`config.mk`:
```
export PLATFORM = sky130hd
export DESIGN_NAME = sw_led_ctrl
export DESIGN_NICKNAME = d
export VERILOG_FILES = /design/src/rtl/sw_led_pkg.sv /design/src/rtl/sw_debounce.sv /design/src/rtl/sw_led_ctrl.sv
export SDC_FILE = /design/constraint.sdc
export NUM_CORES = 1
export LEC_CHECK = 0
export ABC_AREA = 1
export CAP_MARGIN = 15
export CORE_UTILIZATION = 45
export CTS_CLUSTER_DIAMETER = 30
export DETAILED_ROUTE_END_ITERATION = 10
export GPL_TIMING_DRIVEN = 0
export PLACE_DENSITY = 0.79
export SLEW_MARGIN = 15
export SYNTH_ARGS = -nofsm -noshare
export SYNTH_HDL_FRONTEND = slang
export SYNTH_HIERARCHICAL = 1
export SYNTH_SLANG_ARGS = --single-unit
export TNS_END_PERCENT = 5
```
`constraint.sdc`:
```
create_clock -name CLK -period 1.06 [get_ports CLK]
set_input_delay 0.318 -clock CLK [delete_from_list [all_inputs] [get_ports CLK]]
set_output_delay 0.318 -clock CLK [all_outputs]
set_load 0.005 [all_outputs]
```
`src/rtl/sw_led_pkg.sv`:
```
// Shared types and helpers for the switch/LED controller.
// Defines the per-channel LED mode encoding and the counter width helper.
package sw_led_pkg;

    localparam int MODE_W = 2;

    typedef enum logic [MODE_W-1:0] {
        MODE_FOLLOW = 2'b00,
        MODE_TOGGLE = 2'b01,
        MODE_GBLINK = 2'b10,
        MODE_BLINK  = 2'b11
    } mode_t;

    // Counter width for a count range 0..n-1, never narrower than one bit.
    function automatic int cnt_width(input int n);
        return (n > 1) ? $clog2(n) : 1;
    endfunction

endpackage

```
`src/rtl/sw_debounce.sv`:
```
// One switch channel: two-flop synchroniser, stability counter and
// registered rising-edge pulse on the accepted level.
module sw_debounce
    import sw_led_pkg::*;
#(
    parameter int DEB_CYCLES = 4
) (
    input  logic CLK,
    input  logic RST,
    input  logic SW,
    output logic SW_DB,
    output logic SW_RISE
);

    localparam int             CW      = cnt_width(DEB_CYCLES);
    localparam logic [CW-1:0]  CNT_MAX = CW'(DEB_CYCLES - 1);
    localparam logic [CW-1:0]  CNT_ONE = CW'(1);

    logic          sync1_q, sync1_d;
    logic          sync2_q, sync2_d;
    logic          db_q, db_d;
    logic          rise_q, rise_d;
    logic [CW-1:0] cnt_q, cnt_d;

    // A mismatch must persist for DEB_CYCLES consecutive edges; any bounce clears the count.
    always_comb begin
        sync1_d = SW;
        sync2_d = sync1_q;
        db_d    = db_q;
        cnt_d   = {CW{1'b0}};
        if (sync2_q == db_q) begin
            cnt_d = {CW{1'b0}};
        end else if (cnt_q == CNT_MAX) begin
            db_d  = sync2_q;
            cnt_d = {CW{1'b0}};
        end else begin
            cnt_d = cnt_q + CNT_ONE;
        end
        rise_d = db_d & ~db_q;
    end

    // State register with synchronous reset.
    always_ff @(posedge CLK) begin
        if (RST) begin
            sync1_q <= 1'b0;
            sync2_q <= 1'b0;
            db_q    <= 1'b0;
            rise_q  <= 1'b0;
            cnt_q   <= {CW{1'b0}};
        end else begin
            sync1_q <= sync1_d;
            sync2_q <= sync2_d;
            db_q    <= db_d;
            rise_q  <= rise_d;
            cnt_q   <= cnt_d;
        end
    end

    assign SW_DB   = db_q;
    assign SW_RISE = rise_q;

endmodule

```
`src/rtl/sw_led_ctrl.sv`:
```
// Multi-channel switch/LED controller: debounced switches, toggle state,
// shared blink generator and per-channel registered LED mode mux.
module sw_led_ctrl
    import sw_led_pkg::*;
#(
    parameter int NCH        = 4,
    parameter int DEB_CYCLES = 4,
    parameter int BLINK_HALF = 8
) (
    input  logic                  CLK,
    input  logic                  RST,
    input  logic [NCH-1:0]        SW,
    input  logic [MODE_W*NCH-1:0] MODE,
    output logic [NCH-1:0]        SW_DB,
    output logic [NCH-1:0]        SW_RISE,
    output logic [NCH-1:0]        LED,
    output logic                  ANY_ON
);

    localparam int            BW     = cnt_width(BLINK_HALF);
    localparam logic [BW-1:0] BL_MAX = BW'(BLINK_HALF - 1);
    localparam logic [BW-1:0] BL_ONE = BW'(1);

    logic [NCH-1:0] sw_db;
    logic [NCH-1:0] sw_rise;
    logic [BW-1:0]  bcnt_q, bcnt_d;
    logic           phase_q, phase_d;
    logic [NCH-1:0] tog_q, tog_d;
    logic [NCH-1:0] led_q, led_d;
    logic           any_on_q, any_on_d;

    for (genvar g = 0; g < NCH; g++) begin : g_ch
        sw_debounce #(
            .DEB_CYCLES(DEB_CYCLES)
        ) u_deb (
            .CLK    (CLK),
            .RST    (RST),
            .SW     (SW[g]),
            .SW_DB  (sw_db[g]),
            .SW_RISE(sw_rise[g])
        );
    end

    // Free-running blink generator shared by every channel.
    always_comb begin
        bcnt_d  = bcnt_q + BL_ONE;
        phase_d = phase_q;
        if (bcnt_q == BL_MAX) begin
            bcnt_d  = {BW{1'b0}};
            phase_d = ~phase_q;
        end else begin
            bcnt_d  = bcnt_q + BL_ONE;
        end
    end

    // Toggle mode reads next-state toggle so the LED follows the rise pulse by one edge.
    always_comb begin
        tog_d = tog_q ^ sw_rise;
        led_d = {NCH{1'b0}};
        for (int i = 0; i < NCH; i++) begin
            case (mode_t'(MODE[MODE_W*i +: MODE_W]))
                MODE_FOLLOW: led_d[i] = sw_db[i];
                MODE_TOGGLE: led_d[i] = tog_d[i];
                MODE_GBLINK: led_d[i] = sw_db[i] & phase_q;
                MODE_BLINK:  led_d[i] = phase_q;
                default:     led_d[i] = 1'b0;
            endcase
        end
        any_on_d = |led_d;
    end

    // Top-level state register with synchronous reset.
    always_ff @(posedge CLK) begin
        if (RST) begin
            bcnt_q   <= {BW{1'b0}};
            phase_q  <= 1'b0;
            tog_q    <= {NCH{1'b0}};
            led_q    <= {NCH{1'b0}};
            any_on_q <= 1'b0;
        end else begin
            bcnt_q   <= bcnt_d;
            phase_q  <= phase_d;
            tog_q    <= tog_d;
            led_q    <= led_d;
            any_on_q <= any_on_d;
        end
    end

    assign SW_DB   = sw_db;
    assign SW_RISE = sw_rise;
    assign LED     = led_q;
    assign ANY_ON  = any_on_q;

endmodule

```
After elaboration in Yosys (flattened, before gate mapping)
Cells that the tools add are included.

Reductions and logical operators: 10. Equality and inequality tests: 21. $add $sub $neg: 5. Mux-type cells: 12. Bitwise logic cells: 14.

Operators with widths (number): $eq A2 B2 Y1 const B (12); $pmux W1 S4 (4); $reduce_or A3 Y1 (4); $add A2 B1 Y2 const B (4); $and A1 B1 Y1 (8); $eq A2 B1 Y1 const B (4); $logic_not A2 Y1 (4); $mux W1 (8); $not A1 Y1 (5); $eq A1 B1 Y1 (4); $reduce_or A4 Y1 (1); $xor A4 B4 Y4 (1); $add A3 B1 Y3 const B (1); $eq A3 B3 Y1 const B (1); $reduce_or A2 Y1 (1).

Logic and storage cells: 87. Bits of input ports: 14. Output and inout port bits: 13. Bits in registers: 37.

Longest topological paths before layout
Depth in word-level cells: 4. Depth in mapped cells: 7. Gate-level depth less buffers: 7.

Modules after synthesis
The synthesis kept the hierarchy.

Modules (own cells, without submodules): sw_debounce (seq. area each 120.1 µm², area each 215.2 µm², times used 4, cells an instance 26); sw_led_ctrl (seq. area each 260.2 µm², area each 546.8 µm², times used 1, cells an instance 79).

Worst setup path after synthesis
Ideal clock, no wire load.

Path type: flip-flop to flip-flop. Start point: register bcnt_q[0]. End point: register bcnt_q[0]. Library setup time: 64 ps. Arrival time: 1046 ps. Period minus slack after synthesis: 1110 ps. Setup slack: -50 ps. Stages on the path, launching flop included: 5. Required time: 996 ps. Path buffers: 0. Path through: dfxtp_1 > ha_1 > ha_1 > or2_2 > nor2_1.

Longest elaborated chain between the ends: 2. Elaborated cells on any way between the ends: 3. Those cells by class: add/sub: 1; eq/ne: 1; reduce/logical: 1.

RTL lines: start: declaration (RTL line sw_led_ctrl.sv:26) `logic [BW-1:0] bcnt_q, bcnt_d;`; start signal: assignment (RTL line sw_led_ctrl.sv:75) `bcnt_q <= {BW{1'b0}};`; start signal: assignment (RTL line sw_led_ctrl.sv:81) `bcnt_q <= bcnt_d;`; parallel branches: the longest is 2 deep, another holds $add A3 B1 Y3.

Several ways; the timed one is not identified. A chain may end at the register's enable or synchronous reset.

Final worst setup path
Start point: register g_ch[0].u_deb.db_q. End point: output SW_DB[0].

RTL lines: start: declaration (RTL line sw_debounce.sv:21) `logic db_q, db_d;`; start signal: assignment (RTL line sw_debounce.sv:47) `db_q <= 1'b0;`; start signal: assignment (RTL line sw_debounce.sv:53) `db_q <= db_d;`; end: declaration (RTL line sw_led_ctrl.sv:14) `output logic [NCH-1:0] SW_DB,`.

No word-level cell between the ends.

==> flow_metrics.tcl <==
set metrics [dict create \
    status "finished with violations" \
    violations "DRC, setup timing" \
    wl_mm 2.48 \
    htreeDepth 2 \
    cp_cell_sequence "buf_6" \
    io-pin-count 27 \
    clk_latency_ns 0.33 \
    slew_viol_final 0 \
    synth-seq-cells 37 \
    cts.clk_slew.worst_paths_ns 0.09 \
    max_stage_delay_ns 0.36 \
    ys_types 13 \
    wl_per_cell_um 9.71 \
    post_dp_cell_area_um2 1710 \
    path_buf_inv 1 \
    grt-ovfl-total 0 \
    pwr-share-clk 0.311 \
    antenna_left 0 \
    core_area_um2 2850 \
    hold_depth 2 \
    drc 4 \
    synth_area_um2 1410 \
    port_buffers 26 \
    cp-start-kind "flop" \
    vdd_drop_max_mv 0.957 \
    cp-end-kind "output port" \
    vias 1152 \
    finalHoldViolCount 0 \
    slew_headroom 0.661 \
    combPwrFrac 0.077 \
    cts_buffers 5 \
    hold_buffers 0 \
    num_antenna_cells 0 \
    yosysSeqAreaShare 0.526 \
    worst_slack_ns -0.0551 \
    drt-initial-drc-count 34 \
    mostFrequentLayoutCells "inv_1, nor2_1, nand2_1" \
    power_frac_seq 0.612 \
    yosys-top-cells-area "dfxtp_1, nor2_1, inv_1" \
    area_delta_synth_final_pct 29.2 \
    grt_first_pass_wirelength_mm 3.92 \
    syn_nets 203 \
    max_freq_mhz 897 \
    root_buffer "clkbuf_4" \
    avgSynthCellArea_um2 7.69 \
    cp_max_fo 2 \
    die_h_um 57.9 \
    drt_first_pass_iters 7 \
    tns_ns -0.412 \
    finalWorstPathRequiredPeriod_ns 1.12 \
    cts_tree "built" \
    gp_congestion 0.718 \
    via_per_inst 4.52 \
    arrival_ns 0.80 \
    cts_max_path_buffers 2 \
    p_leak_uw 0.000824 \
    period_share 1.05 \
    hpwl_mm 1.64 \
    worst_clock_skew_ns 0.00584 \
    start_util 0.493 \
    yosysWarnings 6 \
    crit_family "flip-flops" \
    worst_slew_pin_slew_ns 0.509 \
    worst_ep_required_time_ns 0.74 \
    slowest_stage "dfxtp_4" \
    track_usage 0.161 \
    drive_above_1_share 0.228 \
    yosysTopAreaCell "dfxtp_1" \
    post-synth-top-area-fraction 0.526 \
    place_ws_ns -0.964 \
    hold_path_class "reg -> reg" \
    dieWidth_um 57.9 \
    p_per_area_nw_per_um2 1300 \
    rsz0062_at_grt "yes" \
    setup_viol 13 \
    r2r_cells 4 \
    dieArea_um2 3360 \
    p_int_uw 1830 \
    finalNetCount 244 \
    antenna_found_initial 0 \
    grt_max_degree 23 \
    drv_cap 0 \
    power.share.switching 0.224 \
    synth_cells 183 \
    p_switching_uw 528 \
    grt_pass1_vias 1018 \
    rows 19 \
    cp_num_cells 1 \
    final_area_um2 1820 \
    cts_sinks 37 \
    crit_type "reg -> out" \
]
final timing paths:
| path | end | start | slack [ns] |
|---|---|---|---|
| setup / recovery | SW_DB[0] | g_ch[0].u_deb/SW_DB$_SDFF_PP0_ | -0.06 |
| hold / removal | g_ch[0].u_deb/sync2_q$_SDFF_PP0_ | g_ch[0].u_deb/sync1_q$_SDFF_PP0_ | 0.41 |
| setup reg to reg | bcnt_q[0]$_SDFF_PP0_ | bcnt_q[0]$_SDFF_PP0_ | 0.02 |
| hold reg to reg | g_ch[0].u_deb/sync2_q$_SDFF_PP0_ | g_ch[0].u_deb/sync1_q$_SDFF_PP0_ | 0.41 |
logic make-up (layout without fill, tap and decap cells):
group,count (synthesis),after routing,share of synthesized area
AOI/OAI and AO/OA,11,11,0.0391
xor gates and xnor gates,1,1,0.00622
adders and majority gates,6,6,0.0533
buffers and inverters,41,82,0.109
DFF,37,37,0.526
and+or+nand+nor,87,87,0.266
final cells by class:
cell class | count | area (um^2)
Multi-Input combinational cell | 105 | 543
Inverter | 40 | 150
Timing Repair Buffer | 34 | 269
Sequential cell | 37 | 757
Buffer | 1 | 5.00
Clock buffer | 7 | 55.1
Tap cell | 31 | 38.8
Fill cell | 266 | 1030
sequential cells by signal, summed over array words and instances (netlist names):
name                flops
g_ch.u_deb/sync2_q      4
g_ch.u_deb/SW_RISE      4
ANY_ON                  1
g_ch.u_deb/cnt_q        8
bcnt_q                  3
tog_q                   4
g_ch.u_deb/SW_DB        4
phase_q                 1
LED                     4
g_ch.u_deb/sync1_q      4
Yosys cell counts:
cell / n
ha_1: 6
inv_2: 1
nor2_1: 40
a21oi_1: 11
nand2_1: 30
clkbuf_1: 1
xnor2_1: 1
nor2_2: 4
inv_1: 39
nand3_2: 4
nand3_1: 8
or2_2: 1
dfxtp_1: 37
power by group through the flow:
stage | logic, uW | clock network (uW) | registers, uW
after global routing | 206 | 826 | 1450
after global placement | 175 | 0 | 1470
after CTS | 174 | 751 | 1440
final | 182 | 734 | 1440
after detailed placement | 179 | 0 | 1480
after floorplan | 82.5 | 0 | 1470
routing by layer:
metal | share of wire | GRT usage | vias up
met5 | 0 | 0 | -
met4 | 0.018 | 0.0748 | 0
met3 | 0.067 | 0.0670 | 7
met2 | 0.46 | 0.269 | 30
met1 | 0.46 | 0.176 | 494
li1 | - | - | 621
repair_timing:
action	CTS	global route
buffers inserted	8	0
resized for setup	69	3
pin swaps	1	1
setup endpoints to repair	50	18
metrics by stage:
step,instances,hold WS (ns),total power (uW),utilization
after floorplan,183,0.387,1560,-
after global placement,240,0.390,1650,0.599
after detailed placement,240,0.395,1650,0.599
after CTS,255,0.407,2360,0.629
after global routing,255,0.426,2480,0.637
final,255,0.407,2360,0.637
No activity file was read; power rests on OpenSTA's default activity.
